[src/rtl/newbyte_pkg.sv]
// Shared widths, FSM states and target encodings for the newbyte lane sequencer.
package newbyte_pkg;
    localparam int BYTE_W    = 8;
    localparam int NUM_LANES = 4;
    localparam int LSEL_W    = $clog2(NUM_LANES);
    localparam int WORD_W    = BYTE_W * NUM_LANES;

    typedef logic [LSEL_W-1:0] lane_t;
    typedef enum logic {ST_FILL, ST_HOLD} state_t;

    localparam logic TGT_EX  = 1'b1;
    localparam logic TGT_INS = 1'b0;
endpackage

[src/rtl/newbyte_sequencer_if.sv]
// Byte-in / strobe-out / word-out bundle; slave is the sequencer, master the surrounding logic.
interface newbyte_sequencer_if;
    import newbyte_pkg::*;

    logic                byte_valid;
    logic [BYTE_W-1:0]   byte_data;
    logic                byte_is_ex;
    logic                pass;
    logic                byte_ready;
    logic                flush;
    logic                lane_strobe;
    lane_t               lane_sel;
    logic                byte_ex;
    logic                pass_out;
    logic [BYTE_W-1:0]   pass_data;
    logic                word_valid;
    logic                word_is_ex;
    logic [WORD_W-1:0]   word_data;
    logic                word_ready;

    modport master (
        output byte_valid, byte_data, byte_is_ex, pass, flush, word_ready,
        input  byte_ready, lane_strobe, lane_sel, byte_ex, pass_out, pass_data,
               word_valid, word_is_ex, word_data
    );

    modport slave (
        input  byte_valid, byte_data, byte_is_ex, pass, flush, word_ready,
        output byte_ready, lane_strobe, lane_sel, byte_ex, pass_out, pass_data,
               word_valid, word_is_ex, word_data
    );
endinterface

[src/rtl/newbyte_word_asm.sv]
// Lane-indexed word register: writes one byte per cycle into the selected lane, clear wins over write.
// Write visible on the cycle after wr; no backpressure of its own.
module newbyte_word_asm
    import newbyte_pkg::*;
(
    input  logic              clk,
    input  logic              rst,
    input  logic              clr,
    input  logic              wr,
    input  lane_t             wr_lane,
    input  logic [BYTE_W-1:0] wr_dat,
    output logic [WORD_W-1:0] word
);
    always_ff @(posedge clk) begin
        if (rst || clr) begin
            word <= '0;
        end else if (wr) begin
            for (int n = 0; n < NUM_LANES; n++) begin
                if (wr_lane == lane_t'(n)) word[n*BYTE_W +: BYTE_W] <= wr_dat;
            end
        end
    end
endmodule

[src/rtl/newbyte_sequencer.sv]
// Byte-lane sequencer: strobes each accepted byte's lane one cycle after accept and presents the assembled word one cycle after the last lane.
// Stalls bytes (byte_ready=0) while a word is held; pass bytes and flush are always accepted.
module newbyte_sequencer
    import newbyte_pkg::*;
(
    input  logic               clk,
    input  logic               rst,
    newbyte_sequencer_if.slave bus
);
    localparam lane_t LAST_LANE = lane_t'(NUM_LANES - 1);

    state_t state, state_nxt;
    lane_t  lane, lane_nxt;
    logic   tgt, tgt_nxt;
    logic   acc, acc_pass, acc_lane;

    always_comb begin
        state_nxt      = state;
        lane_nxt       = lane;
        tgt_nxt        = tgt;
        bus.byte_ready = !rst && (bus.pass || (state == ST_FILL) || bus.flush);
        acc            = bus.byte_valid && bus.byte_ready;
        acc_pass       = acc && !bus.flush && bus.pass;
        // Without flush or pass, ready implies FILL, so a lane accept never collides with HOLD.
        acc_lane       = acc && !bus.flush && !bus.pass;
        bus.word_valid = (state == ST_HOLD);
        bus.word_is_ex = (state == ST_HOLD) && tgt;

        if (bus.flush) begin
            state_nxt = ST_FILL;
            lane_nxt  = '0;
        end else begin
            if (acc_lane) begin
                if (lane == '0) tgt_nxt = bus.byte_is_ex;
                if (lane == LAST_LANE) begin
                    lane_nxt  = '0;
                    state_nxt = ST_HOLD;
                end else begin
                    lane_nxt = lane_t'(lane + 1'b1);
                end
            end
            if (state == ST_HOLD && bus.word_ready) state_nxt = ST_FILL;
        end
    end

    always_ff @(posedge clk) begin
        if (rst) begin
            state           <= ST_FILL;
            lane            <= '0;
            tgt             <= TGT_INS;
            bus.lane_strobe <= 1'b0;
            bus.lane_sel    <= '0;
            bus.byte_ex     <= 1'b0;
            bus.pass_out    <= 1'b0;
            bus.pass_data   <= '0;
        end else begin
            state           <= state_nxt;
            lane            <= lane_nxt;
            tgt             <= tgt_nxt;
            bus.lane_strobe <= acc_lane;
            bus.pass_out    <= acc_pass;
            if (acc_lane) begin
                bus.lane_sel <= lane;
                bus.byte_ex  <= tgt_nxt;
            end
            if (acc_pass) bus.pass_data <= bus.byte_data;
        end
    end

    newbyte_word_asm u_word_asm (
        .clk     (clk),
        .rst     (rst),
        .clr     (bus.flush),
        .wr      (acc_lane),
        .wr_lane (lane),
        .wr_dat  (bus.byte_data),
        .word    (bus.word_data)
    );
endmodule

[src/flat_wrapper.sv]
// flat-port wrapper written by rule: the top's interface ports become plain ports
module newbyte_sequencer_flat import newbyte_pkg::*;
  (clk, rst, bus_byte_valid, bus_byte_data, bus_byte_is_ex, bus_pass, bus_flush, bus_word_ready, bus_byte_ready, bus_lane_strobe, bus_lane_sel, bus_byte_ex, bus_pass_out, bus_pass_data, bus_word_valid, bus_word_is_ex, bus_word_data);
  newbyte_sequencer_if bus_i ();
  input  logic clk;
  input  logic rst;
  input wire logic [$bits(bus_i.byte_valid)-1:0] bus_byte_valid;
  input wire logic [$bits(bus_i.byte_data)-1:0] bus_byte_data;
  input wire logic [$bits(bus_i.byte_is_ex)-1:0] bus_byte_is_ex;
  input wire logic [$bits(bus_i.pass)-1:0] bus_pass;
  input wire logic [$bits(bus_i.flush)-1:0] bus_flush;
  input wire logic [$bits(bus_i.word_ready)-1:0] bus_word_ready;
  output wire logic [$bits(bus_i.byte_ready)-1:0] bus_byte_ready;
  output wire logic [$bits(bus_i.lane_strobe)-1:0] bus_lane_strobe;
  output wire logic [$bits(bus_i.lane_sel)-1:0] bus_lane_sel;
  output wire logic [$bits(bus_i.byte_ex)-1:0] bus_byte_ex;
  output wire logic [$bits(bus_i.pass_out)-1:0] bus_pass_out;
  output wire logic [$bits(bus_i.pass_data)-1:0] bus_pass_data;
  output wire logic [$bits(bus_i.word_valid)-1:0] bus_word_valid;
  output wire logic [$bits(bus_i.word_is_ex)-1:0] bus_word_is_ex;
  output wire logic [$bits(bus_i.word_data)-1:0] bus_word_data;
  assign bus_i.byte_valid = bus_byte_valid;
  assign bus_i.byte_data = bus_byte_data;
  assign bus_i.byte_is_ex = bus_byte_is_ex;
  assign bus_i.pass = bus_pass;
  assign bus_i.flush = bus_flush;
  assign bus_i.word_ready = bus_word_ready;
  assign bus_byte_ready = bus_i.byte_ready;
  assign bus_lane_strobe = bus_i.lane_strobe;
  assign bus_lane_sel = bus_i.lane_sel;
  assign bus_byte_ex = bus_i.byte_ex;
  assign bus_pass_out = bus_i.pass_out;
  assign bus_pass_data = bus_i.pass_data;
  assign bus_word_valid = bus_i.word_valid;
  assign bus_word_is_ex = bus_i.word_is_ex;
  assign bus_word_data = bus_i.word_data;
  newbyte_sequencer u_core (.clk(clk), .rst(rst), .bus(bus_i));
endmodule
[config.mk]
export PLATFORM = sky130hd
export DESIGN_NAME = newbyte_sequencer_flat
export DESIGN_NICKNAME = d
export VERILOG_FILES = /design/src/rtl/newbyte_pkg.sv /design/src/rtl/newbyte_sequencer_if.sv /design/src/rtl/newbyte_word_asm.sv /design/src/rtl/newbyte_sequencer.sv /design/src/flat_wrapper.sv
export SDC_FILE = /design/constraint.sdc
export NUM_CORES = 1
export LEC_CHECK = 0
export ABC_AREA = 1
export BUFFER_PORTS_ARGS = -buffer_cell sky130_fd_sc_hd__buf_4
export CAP_MARGIN = 20
export CORE_ASPECT_RATIO = 1.2
export CORE_MARGIN = 2
export CORE_UTILIZATION = 50
export DETAILED_ROUTE_END_ITERATION = 10
export PLACE_DENSITY = 0.78
export SLEW_MARGIN = 25
export SYNTH_ARGS = -nofsm -noshare
export SYNTH_HDL_FRONTEND = slang
export SYNTH_SLANG_ARGS = --single-unit
[constraint.sdc]
create_clock -name clk -period 1.9 [get_ports clk]
set_input_delay 0.095 -clock clk [delete_from_list [all_inputs] [get_ports clk]]
set_output_delay 0.095 -clock clk [all_outputs]
set_load 0.02 [all_outputs]
# Yosys cells after proc, flatten, opt, wreduce, memory -nomap -nowiden
# Index checks and enable logic that the tools add are counted.
[classes] shift=0 n_eq_ne=3 reduce_logical=20 magnitude_cmp=0 multipliers=0 add_sub_neg=1 mux=4 div=0 n_bitwise=1
[op_table] cell="$reduce_and 2->1" count=4
[op_table] cell="$logic_and 1x1->1" count=7
[op_table] cell="$eq 2x2->1 const B" count=2
[op_table] cell="$logic_not 1->1" count=3
[op_table] cell="$logic_or 1x1->1" count=3
[op_table] cell="$mux 1" count=3
[op_table] cell="$reduce_or 3->1" count=1
[op_table] cell="$add 2x1->2 const B" count=1
[op_table] cell="$eq 2x1->1 const B" count=1
[op_table] cell="$logic_not 2->1" count=1
[op_table] cell="$mux 2" count=1
[op_table] cell="$reduce_or 2->1" count=1
[op_table] cell="$not 1->1" count=1
[totals] register_bits=49 mem_count=0 output_inout_bits=48 elab_cells=41 romBits=0 input_bits=15 ram_bits=0 latchBits=0

# Logic depth before layout (Yosys ltp)
[depth] ltp_word=9 ltp_mapped=8 mapped_depth_nobuf=7

# By module
# A second synthesis with hierarchy kept.
[hier_totals] hier_cells=303 area_unflattened_um2=2174.6
[by_module_without_submodules] mod="newbyte_word_asm" n_inst=1 seq_area_each_um2=640.6 area_per_inst_um2=1427.6 cells_each=208
[by_module_without_submodules] mod="newbyte_sequencer" n_inst=1 seq_area_each_um2=340.3 area_per_inst_um2=747.0 cells_each=95

# Least setup slack after synthesis
# No wires, ideal clock.
[synth_timing] path_kind="register to register" start="reg u_core.lane[0]" end="reg u_core.u_word_asm.word[6]" n_path_buf=2 path_slack_ns=0.530 t_arrival_ns=1.255 setup_time_ns=0.115 period_less_slack_ns=1.370 stages_incl_launch_ff=8 required_time_ns=1.785 path_cell_list="dfxtp_1 inv_1 ha_1 clkbuf_1 clkbuf_1 nand3_1 nand2_1 nor2_1"
[synth_via] elab_chain_cells=2
[synth_rtl] item="from (decl)" line="newbyte_sequencer.sv:13" text="lane_t lane, lane_nxt;"
[synth_rtl] item="from (signal assigned)" line="newbyte_sequencer.sv:58" text="lane <= lane_nxt;"
[synth_rtl] item="$logic_not 2->1" line="newbyte_word_asm.sv:19" text="if (wr_lane == lane_t'(n)) word[n*BYTE_W +: BYTE_W] <= wr_dat;"
[synth_rtl] item="$reduce_and 2->1 (no line)"
[synth_rtl] item="to (signal, indexed assignment)" line="newbyte_word_asm.sv:19"
[synth_rtl] item="to (decl)" line="newbyte_word_asm.sv:12" text="output logic [WORD_W-1:0] word"
# Every way passes these cells.
# A chain may end at the register's enable or synchronous reset.

# Final worst setup path
[layout_timing] start="in rst" end="reg u_core.lane[0]"
[layout_via] elab_chain_cells=5 word_cells_on_any_way=6 cone_classes="6 x reduce/logical"
[layout_rtl] item="from (decl)" line="flat_wrapper.sv:6" text="input logic rst;"
[layout_rtl] item="$logic_not 1->1" line="newbyte_sequencer.sv:21" text="bus.byte_ready = !rst && (bus.pass || (state == ST_FILL) || bus.flush);"
[layout_rtl] item="$logic_and 1x1->1" line="newbyte_sequencer.sv:21"
[layout_rtl] item="$logic_and 1x1->1" line="newbyte_sequencer.sv:22" text="acc = bus.byte_valid && bus.byte_ready;"
[layout_rtl] item="$logic_and 1x1->1 (2 in series)" line="newbyte_sequencer.sv:25" text="acc_lane = acc && !bus.flush && !bus.pass;"
# Parallel ways exist; a longest one is shown, timed or not.

==> summary.md <==
| Metric | Value |
|---|---|
| Result of the run | finished clean |
| Placeable core area | 3970 sq um |
| Net count after synthesis | 311 |
| Time the worst path needs with I/O delays and setup | approximately 1600 ps |
| Startpoint of the worst hold path | bus_byte_data[6] |
| Unique masters post-synth | 17 |
| Hold crit path type | in -> reg |
| Number of nets in the finished design | 366 |
| Detailed Place HPWL | 3180 um |
| Iteration-0 DRC Markers | 130 |
| CP Max Fanout | 18 |
| Post_cts resized | 0 |
| Count of mapped cells out of synthesis | 292 |
| I/O pin count | 63 |
| Summed instance area of the synthesized netlist | 2080 sq um |
| Slew Limit Headroom | 0.634 |
| Vias in the first global route | 1680 |
| Highest attainable clock frequency | 609 MHz |
| Clock transition time at the flip-flop clock pins of the worst setup and hold paths | 80 ps |
| DRC violations left | 0 |
| Flop pwr share | 0.558 |
| Count of warnings emitted by yosys | 0 |
| Share of layout cells above drive strength 1 | 0.224 |
| Number of synthesized register bits | 49 |
| Worst flop-to-flop path endpoint | u_core.lane[0]$_SDFFE_PP0P_ |
| Total number of placement rows | 25 |
| Global Route met3 Usage | 0.0575 |
| Final worst hold slack | 29.4 ps |
| Switching power summed over all nets | approximately 440 uW |
| Non-Filler Instances | 402 |
| Reg2reg start | u_core.bus.word_valid$_SDFFE_PP0P_ |
| Setup TNS after final layout | 0 ps |
| Initial core utilization | 0.523 |
| Worst voltage drop across the vdd grid | 0.000592 V |
| Worst reg-to-reg path cell count | 7 |
| Die width | 62.8 um |
| Internal power of the cells | 1430 uW |
| Gr usage total | 0.209 |
| Layout-stage area growth over the synthesis result | 28.0% |
| Total wire length after detailed routing | 4600 um |
| Die area | ~4700 sq um |
| Worst-skew pair later-pin latency | 300 ps |
| Global routing usage on met1 | 0.245 |
| Sw Share | 0.235 |
| Filler instances | 388 |
| Cell leakage power | 0.00122 uW |
| Post-synthesis average cell area | 7.11 sq um |
| Sequential cell area in the final layout | ~1000 sq um |
| Hold Fails Final Rpt | 0 |
| Element type at the critical path end | register |
| First-pass GRT wire length | 7650 um |
| TritonRoute pass-1 iters | 4 |
| R2R Setup Slk | 420 ps |
| Antenna violations before repair | 0 |
| Peak-usage layer in the global routing report | met2 |
| Die Y | approximately 75 um |
| Combinational share of power | 0.090 |
| Area occupied by multi-input gates | between 800 and 900 sq um |
| Type of element launching the critical path | input port |
| Period Utilization, post-route | 0.864 |
| Transition time at the pin with the least slew margin | 549 ps |
| RSZ-0062 raised after global routing | false |
| Share of power burned in the clock network | 0.352 |
| Worst Hold Path EP | u_core.bus.pass_data[6]$_SDFFE_PP0P_ |
| Source of the critical timing path | rst |
| Placed Cells | 393 |
| Cell at the root of the clock tree | sky130_fd_sc_hd__clkbuf_8 |
| Final weighted congestion in routability-driven placement | 0.838 |
| WP data required | around 2100 ps |
| CP Data Arrival Time | between 1500 and 2000 ps |
| CTS Buf Count | 5 |
| Maximum number of pins on one net before global-route repair | 38 |
| Seq/Total Area, Yosys | 0.473 |
| Clock Sink Count | 49 |
| Final antenna diode count | 0 |
| Detailed-route vias per instance | 4.87 |
| GR Util met2 | 0.363 |
| Worst clock skew | around 4.8 ps |
| Grt ovf | 0 |
| Number of max-slew violations in the final report | 0 |
| Vias | ~2000 |
| Number of nets still failing antenna checks after routing | 0 |
| Buffers inserted during post-CTS setup optimization | 0 |
| Total power per unit cell area | 705 nW/um^2 |
| Total number of H-tree levels | 2 |
| CTS tree | yes |
| Number of I/O port buffers | 62 |
| Worst hold path stage count | 3 |
| Final setup violation count | 0 |
| Wire length per cell after detailed routing | 11.4 um |
| Number of max-cap violations | 0 |
| Maximum clock insertion buffer count | 2 |
| Type of the worst setup path | in -> reg |
-- layout by cell type, fill, tap and decap left out --
| cell | count |
|---|---|
| sky130_fd_sc_hd__nand2_1 | 63 |
| sky130_fd_sc_hd__clkinv_1 | 1 |
| sky130_fd_sc_hd__nor2_4 | 2 |
| sky130_fd_sc_hd__o21ai_0 | 4 |
| sky130_fd_sc_hd__ha_1 | 4 |
| sky130_fd_sc_hd__nand4_1 | 1 |
| sky130_fd_sc_hd__nand3_1 | 32 |
| sky130_fd_sc_hd__inv_1 | 26 |
| sky130_fd_sc_hd__buf_12 | 1 |
| sky130_fd_sc_hd__dfxtp_1 | 49 |
| sky130_fd_sc_hd__clkinv_2 | 1 |
| sky130_fd_sc_hd__clkbuf_8 | 7 |
| sky130_fd_sc_hd__buf_4 | 65 |
| sky130_fd_sc_hd__nand2_2 | 2 |
| sky130_fd_sc_hd__dlygate4sd3_1 | 1 |
| sky130_fd_sc_hd__nor2_1 | 53 |
| sky130_fd_sc_hd__a21oi_1 | 36 |
-- sequential cells by signal, summed over array words and instances, names as in the netlist --
register,cells
u_core.bus.byte_ex,1
u_core.bus.lane_sel,2
u_core.bus.lane_strobe,1
u_core.bus.pass_data,8
u_core.bus.pass_out,1
u_core.bus.word_valid,1
u_core.lane,2
u_core.tgt,1
u_core.u_word_asm.word,32
-- per-layer routing --
metal | share of wire | wire, um
met1 | 0.44 | 2010
met2 | 0.48 | 2210
met3 | 0.061 | 280
met4 | 0.022 | 101
met5 | 0 | 0
-- cell families (layout without fill, tap and decap cells) --
family                   Yosys count  in the layout  synth area share
buffers and inverters             46            102             0.100
AND/OR/NAND/NOR                  153            153             0.307
AO/OA/AOI/OAI                     40             40            0.0964
flip-flops                        49             49             0.473
adder cells (fa/ha/maj)            4              4            0.0241
-- Yosys cell counts (all sizes together) --
cell type,n,area [sq um]
a21oi,36,180
buf,11,76.3
clkbuf,8,30.0
clkinv,1,3.75
dfxtp,49,981
ha,4,50.1
inv,26,97.6
nand2,65,249
nand3,32,160
nand4,1,6.26
nor2,55,221
o21ai,4,20.0
-- worst max-delay path by stage --
stage	depth (start not counted)	slack, ps	endpoint
after detailed placement	7	440	u_core.lane[0]$_SDFFE_PP0P_
after global routing	9	130	u_core.u_word_asm.word[25]$_SDFFE_PP0P_
after CTS	9	270	u_core.lane[0]$_SDFFE_PP0P_
final	9	260	u_core.lane[0]$_SDFFE_PP0P_
after floorplan	7	530	u_core.u_word_asm.word[6]$_SDFFE_PP0P_
after global placement	7	470	u_core.lane[0]$_SDFFE_PP0P_
-- layout make-up --
cell class	instances	area share
tap	54	0.0254
clock buffer	7	0.0363
sequential	49	0.369
multi-input combinational	197	0.334
timing repair buffer	67	0.195
clock inverter	1	0.00188
inverter	27	0.0382
-- critical path: stages --
cell and delay (ps):
sky130_fd_sc_hd__dlygate4sd3_1 540, sky130_fd_sc_hd__buf_4 160, sky130_fd_sc_hd__nor2_4 110, sky130_fd_sc_hd__nand2_2 80
sky130_fd_sc_hd__nor2_4 340, sky130_fd_sc_hd__buf_4 290, sky130_fd_sc_hd__nand2_1 100, sky130_fd_sc_hd__nand2_1 80
sky130_fd_sc_hd__nor2_1 50
-- metrics by stage --
stage          cell area, sq um  worst slack [ps]  utilization  power (uW)
6_report                   2660               258        0.669        1870
5_1_grt                    2660               126        0.669        1950
4_1_cts                    2660               269        0.669        1890
3_5_place_dp               2540               437        0.641        1240
3_3_place_gp               2540               475        0.641        1230
2_1_floorplan              2080               530            -        1170
-- what timing repair did --
action,4_1_cts,5_1_grt
endpoints found under the setup margin,0,0
endpoints found under the hold margin,3,0
hold buffers,1,0
-- power groups by stage --
stage | clock network [uW] | logic [uW] | registers [uW]
after floorplan | 0 | 86.6 | 1080
after global placement | 0 | 165 | 1070
after detailed placement | 0 | 166 | 1070
after CTS | 679 | 169 | 1040
after global routing | 720 | 188 | 1050
final | 659 | 168 | 1040
Power figures use the tool's default switching activity.
